==> config.mk <==
export PLATFORM = sky130hd
export DESIGN_NAME = ldpc_ber_tester_dec_stub
export DESIGN_NICKNAME = d
export VERILOG_FILES = /design/src/rtl/ldpc_ber_tester_pkg.sv /design/src/rtl/ldpc_ber_tester_dec_stub.sv
export SDC_FILE = /design/constraint.sdc
export NUM_CORES = 1
export LEC_CHECK = 0
export CAP_MARGIN = 20
export CORE_MARGIN = 5
export CORE_UTILIZATION = 38
export DETAILED_ROUTE_END_ITERATION = 16
export PLACE_DENSITY = 0.72
export SLEW_MARGIN = 25
export SYNTH_ARGS = -nofsm -noshare
export SYNTH_HDL_FRONTEND = slang
export SYNTH_SLANG_ARGS = --single-unit
==> constraint.sdc <==
create_clock -name clk -period 3.7 [get_ports clk]
set_input_delay 0.555 -clock clk [delete_from_list [all_inputs] [get_ports clk]]
set_output_delay 0.555 -clock clk [all_outputs]
set_load 0.02 [all_outputs]
==> src/rtl/ldpc_ber_tester_pkg.sv <==
// -----------------------------------------------------------------------------
// ldpc_ber_tester_pkg
// Shared definitions for the LDPC BER tester decoder stub: FSM state encoding,
// control/status word field positions, DOUT packing factor and a helper that
// turns the 16-bit beat-count field into the real block length.
// -----------------------------------------------------------------------------
package ldpc_ber_tester_pkg;

   typedef enum logic [1:0] {
      ST_IDLE,
      ST_COLLECT,
      ST_EMIT,
      ST_STATUS
   } state_e;

   // Control word fields
   localparam int CTRL_N_LSB    = 0;
   localparam int CTRL_N_W      = 16;
   localparam int CTRL_ID_LSB   = 16;
   localparam int CTRL_ID_W     = 8;

   // Status word fields
   localparam int STAT_ITER_LSB = 0;
   localparam int STAT_ID_LSB   = 8;
   localparam int STAT_ERR_BIT  = 16;

   // DIN beats packed into one DOUT beat
   localparam int BEATS_PER_DOUT = 8;
   localparam int AXIS_DATA_W    = 128;

   // A zero beat-count field encodes the maximum block of 65536 beats.
   function automatic logic [16:0] decode_beat_count(input logic [15:0] field);
      return (field == 16'd0) ? 17'h1_0000 : {1'b0, field};
   endfunction

endpackage

==> src/rtl/ldpc_ber_tester_dec_stub.sv <==
// -----------------------------------------------------------------------------
// ldpc_ber_tester_dec_stub
// Stand-in for the LDPC decoder core. Takes one control word per block, consumes
// N DIN beats of LLRs, returns the LLR sign bits packed 8 DIN beats per DOUT
// beat, then one STATUS word carrying the block ID and a tlast-mismatch flag.
//
// Ports
//   clk, reset                 datapath clock, synchronous active-high reset
//   s_axis_ctrl_*              control word: [15:0] beat count, [23:16] ID
//   s_axis_din_*               128-bit LLR beats, tlast only checked
//   m_axis_dout_*              packed hard decisions, tlast on final beat
//   m_axis_status_*            [7:0] ITER_COUNT, [15:8] ID, [16] tlast error
//   blocks_done                completed STATUS handshakes (wraps)
//   busy                       high whenever the FSM is not in IDLE
// -----------------------------------------------------------------------------
module ldpc_ber_tester_dec_stub
   import ldpc_ber_tester_pkg::*;
#(
   parameter logic [7:0] ITER_COUNT = 8'd1,
   parameter int         LLR_W      = 8
) (
   input  logic         clk,
   input  logic         reset,
   input  logic [31:0]  s_axis_ctrl_tdata,
   input  logic         s_axis_ctrl_tvalid,
   output logic         s_axis_ctrl_tready,
   input  logic [127:0] s_axis_din_tdata,
   input  logic         s_axis_din_tvalid,
   output logic         s_axis_din_tready,
   input  logic         s_axis_din_tlast,
   output logic [127:0] m_axis_dout_tdata,
   output logic         m_axis_dout_tvalid,
   input  logic         m_axis_dout_tready,
   output logic         m_axis_dout_tlast,
   output logic [31:0]  m_axis_status_tdata,
   output logic         m_axis_status_tvalid,
   input  logic         m_axis_status_tready,
   output logic [31:0]  blocks_done,
   output logic         busy
);

   localparam int LLRS = AXIS_DATA_W / LLR_W;

   state_e      state_q, state_d;
   logic [16:0] n_q, n_d;
   logic [7:0]  id_q, id_d;
   logic        err_q, err_d;
   logic        done_q, done_d;
   logic [127:0] pack_q, pack_d;
   logic [16:0] beat_q, beat_d;
   logic [2:0]  slot_q, slot_d;
   logic [31:0] blocks_done_q, blocks_done_d;
   logic        ctrl_rdy_q, ctrl_rdy_d;

   logic [LLRS-1:0] din_signs;
   logic            last_beat;
   logic            unused_inputs;

   // Only the sign bit of each LLR and the low 24 control bits matter.
   assign unused_inputs = ^{s_axis_ctrl_tdata[31:24], s_axis_din_tdata};

   always_comb begin
      din_signs = '0;
      for (int i = 0; i < LLRS; i++) begin
         din_signs[i] = s_axis_din_tdata[LLR_W*i + LLR_W-1];
      end
   end

   // The beat being offered now is number beat_q+1 (1-based).
   assign last_beat = ((beat_q + 17'd1) == n_q);

   // NOTE: every variable gets its hold value first so no path leaves it unassigned, which would infer a latch.
   always_comb begin
      state_d       = state_q;
      n_d           = n_q;
      id_d          = id_q;
      err_d         = err_q;
      done_d        = done_q;
      pack_d        = pack_q;
      beat_d        = beat_q;
      slot_d        = slot_q;
      blocks_done_d = blocks_done_q;

      unique case (state_q)
         ST_IDLE: begin
            if (s_axis_ctrl_tvalid && ctrl_rdy_q) begin
               n_d     = decode_beat_count(s_axis_ctrl_tdata[CTRL_N_LSB +: CTRL_N_W]);
               id_d    = s_axis_ctrl_tdata[CTRL_ID_LSB +: CTRL_ID_W];
               err_d   = 1'b0;
               done_d  = 1'b0;
               pack_d  = '0;
               beat_d  = '0;
               slot_d  = '0;
               state_d = ST_COLLECT;
            end
         end
         ST_COLLECT: begin
            if (s_axis_din_tvalid) begin
               for (int s = 0; s < BEATS_PER_DOUT; s++) begin
                  if (slot_q == 3'(s)) pack_d[s*LLRS +: LLRS] = din_signs;
               end
               beat_d = beat_q + 17'd1;
               slot_d = slot_q + 3'd1;   // wraps to 0 after slot 7
               if (s_axis_din_tlast != last_beat) err_d = 1'b1;
               if (last_beat) done_d = 1'b1;
               if (last_beat || slot_q == 3'd7) state_d = ST_EMIT;
            end
         end
         ST_EMIT: begin
            if (m_axis_dout_tready) begin
               if (done_q) begin
                  state_d = ST_STATUS;
               end else begin
                  pack_d  = '0;   // partial final group must read as zeros
                  state_d = ST_COLLECT;
               end
            end
         end
         ST_STATUS: begin
            if (m_axis_status_tready) begin
               blocks_done_d = blocks_done_q + 32'd1;
               state_d       = ST_IDLE;
            end
         end
         default: state_d = ST_IDLE;
      endcase

      // Registered so ready stays low while reset is held and rises one cycle later.
      ctrl_rdy_d = (state_d == ST_IDLE);
   end

   // NOTE: sequential state uses non-blocking assignments so all flops update together at the edge.
   always_ff @(posedge clk) begin
      if (reset) begin
         state_q       <= ST_IDLE;
         n_q           <= '0;
         id_q          <= '0;
         err_q         <= 1'b0;
         done_q        <= 1'b0;
         // NOTE: the pack register is reset because it drives dout_tdata directly and must read zero out of reset.
         pack_q        <= '0;
         beat_q        <= '0;
         slot_q        <= '0;
         blocks_done_q <= '0;
         ctrl_rdy_q    <= 1'b0;
      end else begin
         state_q       <= state_d;
         n_q           <= n_d;
         id_q          <= id_d;
         err_q         <= err_d;
         done_q        <= done_d;
         pack_q        <= pack_d;
         beat_q        <= beat_d;
         slot_q        <= slot_d;
         blocks_done_q <= blocks_done_d;
         ctrl_rdy_q    <= ctrl_rdy_d;
      end
   end

   assign s_axis_ctrl_tready   = ctrl_rdy_q;
   assign s_axis_din_tready    = (state_q == ST_COLLECT);
   assign m_axis_dout_tvalid   = (state_q == ST_EMIT);
   assign m_axis_dout_tdata    = pack_q;
   assign m_axis_dout_tlast    = (state_q == ST_EMIT) && done_q;
   assign m_axis_status_tvalid = (state_q == ST_STATUS);

   always_comb begin
      m_axis_status_tdata = '0;
      if (state_q == ST_STATUS) begin
         m_axis_status_tdata[STAT_ITER_LSB +: 8] = ITER_COUNT;
         m_axis_status_tdata[STAT_ID_LSB +: 8]   = id_q;
         m_axis_status_tdata[STAT_ERR_BIT]       = err_q;
      end
   end

   assign blocks_done = blocks_done_q;
   assign busy        = (state_q != ST_IDLE);

endmodule

==> results.ini <==
[floorplanning]
die_h_um = 164
fp.dieArea_sq_mm = 0.0268
coreArea_sq_mm = 0.0234
initial_core_util_pct = 38.4
die_w_um = 164
ios = 365
rows = 56

[final_layout]
layout.nets = 1399
drive_above_1_share_pct = 5.56
final_cell_area_sq_mm = 0.0122
syn_to_final_growth_pct = 35.2
layout.cells.non_filler = 1561

[synthesis]
ys_top_cells_by_count = dfxtp_1 (210), nor2_1 (155), nand2_1 (121)
synth_top_area_share_pct = 46.7
avgSynthCellArea_sq_um = 8.67
yosysMostFrequentCell = dfxtp_1
synth.distinct_cells = 53
ys_async_sr_fraction_pct = 0
syn_area_sq_mm = 0.00899
yosysWarnings = 0
synthCells = 1037
yosysSeqAreaShare_pct = 46.7
synth-edff-count = 0
ys_ff_latch = 210
ys_top_cells_by_area = dfxtp_1 (47%), mux2i_1 (11%), nor2_1 (6.5%), nand2_1 (5.0%), a21oi_1 (4.8%)
synth_top_flop_cell = dfxtp_1
yosysTopAreaCell = dfxtp_1

[pwr]
seq_power_share_pct = 43.7
power_mw = 5.36
peakVddDrop_uv = 245
internal-power_mw = 4.04
leakage_nw = 4.69
p_clk_share_pct = 45.2
power_density_mw_per_mm2 = 441
swShare_pct = 24.6
comb_power_share_pct = 11.1
power.switching_mw = 1.32

[clock_tree]
cts_sinks = 210
root_buffer = clkbuf_16
clk_latency_ps = 510
cts-resized-gates = 0
hold_buffers = 0
numCtsBuffers = 23
htree_levels = 1
cts_buffer_depth = 3
post_cts_buffers = 0
cts_tree = built
clkTransAtPathRegs_ps = 60

[placed_design]
dpl_cell_area_sq_mm = 0.0113
globalplace.congestion = 0.888
hpwlAfterDp_mm = 18.7
io_buffers = 222
post-place-cells = 1518

[critical_path]
worst_setup_path_end_kind = primary output
startpoint_type = flip-flop
worstSetupPathType = reg2out
crit_arrival_ps = 2500
crit_fanout = 20
required_ps = 3140

[timing]
worst-slew-pin-transition_ps = 984
setup_violations = 0
rsz0062_at_grt = no
period_needed_ps = 3060
finClkSkew_ps = 6.80
slew_headroom_pct = 34.4
final-hold-violation-count = 0
max_freq_mhz = 327
setup_tns_ps = 0
min_period_over_period_pct = 82.6
finalMaxSlewViolations = 0
holdWs_ps = 376

[route]
drc = 0
wirelength_mm = 26.5
initialDrtViolationCount = 453
routed_via_density = 4.97
dr.pass1.iters = 5
ant_nets = 0
wire_per_inst_um = 17.0
via_count = 7756

[global_route]
grt.total_usage_pct = 19.0
grt_max_degree = 94
grt_pass1_wl_mm = 41.2
grt_pass1_vias = 7351
grt_overflow = 0
antenna_found_initial = 0

[outcome]
status = finished, final reports clean

[flow_run]
cap_violations = 0

[hold_path]
hold_path.class = in2reg

-- logic make-up after synthesis --
family	Yosys count	synth area share (%)
mux	98	10.9
compound gates	151	9.61
flops	210	46.7
simple gates	414	21.4
fa+ha+maj	8	1.11
buf+inv	114	6.18
other cells	1	0.0417
xor+xnor	41	3.99
-- routing by layer --
layer | vias to the layer above | GRT usage, % | wire length (um)
met5 | - | 0 | 0
met4 | 0 | 6.37 | 938
met3 | 55 | 4.04 | 1620
met2 | 210 | 31.2 | 12600
met1 | 3653 | 25.0 | 11400
li1 | 3838 | - | -
-- path summary, 6_finish.rpt --
check                          from                            endpoint  slack, ps  cells past startpoint
max           state_q[0]$_SDFF_PP0_                   s_axis_din_tready        640                      5
min                           reset  m_axis_dout_tdata[24]$_SDFFE_PP0P_        380                      2
max reg2reg  beat_q[0]$_SDFFE_PP0P_               state_q[0]$_SDFF_PP0_        740                      8
min reg2reg    id_q[2]$_SDFFE_PP0P_                id_q[2]$_SDFFE_PP0P_        450                      2
-- metrics by stage --
stage	worst slack (ps)	utilization [%]
final	644	52.0
after global routing	501	52.0
after CTS	634	52.0
after detailed placement	791	48.5
after global placement	828	48.5
after floorplan	1140	-
-- area by class of cell --
cell class | instances | area [sq um]
sequential | 210 | 4200
inverter | 13 | 48.8
fill | 2217 | 11200
multi-input combinational | 734 | 4320
clock inverter | 6 | 83.8
tap | 319 | 399
clock buffer | 36 | 734
antenna | 1 | 2.50
timing repair buffer | 242 | 2370
-- worst max-delay path, stage by stage, from the launching register on --
cell and delay (ps):
dfxtp_1 700, nand2b_1 100, buf_4 200, inv_1 80
buf_4 240, clkdlybuf4s50_1 670
-- state kept, by name, indices dropped and copies added (netlist names) --
name,cells
blocks_done,32
err_q,1
state_q,2
id_q,8
beat_q,17
n_q,17
slot_q,3
m_axis_dout_tdata,128
s_axis_ctrl_tready,1
done_q,1
-- cell usage in the layout, fill, tap and decap left out, drive strengths merged, types with 3 or more instances in the layout --
| master | instances |
|---|---|
| nand3b | 5 |
| clkbuf | 36 |
| a21oi | 87 |
| buf | 21 |
| and4 | 6 |
| a22o | 12 |
| o21ai | 29 |
| mux2i | 98 |
| nand3 | 18 |
| nor4 | 8 |
| and3 | 20 |
| nand2 | 121 |
| nor3 | 12 |
| nor2b | 5 |
| xnor2 | 21 |
| dfxtp | 210 |
| clkdlybuf4s50 | 221 |
| a211oi | 3 |
| nand4 | 15 |
| conb | 22 |
| or3 | 15 |
| and2 | 19 |
| or4 | 3 |
| ha | 8 |
| a31oi | 4 |
| nor2 | 158 |
| or2 | 3 |
| xor2 | 20 |
| a311oi | 3 |
| clkinv | 3 |
| inv | 14 |
-- power groups by stage --
stage | combinational, mW | clock [mW] | sequential, mW
2_1_floorplan | 0.362 | 0 | 2.41
3_3_place_gp | 0.592 | 0 | 2.39
3_5_place_dp | 0.596 | 0 | 2.39
4_1_cts | 0.598 | 2.48 | 2.34
5_1_grt | 0.642 | 2.59 | 2.35
6_report | 0.596 | 2.42 | 2.34
Note: power is estimated with default switching activity, not from simulation.
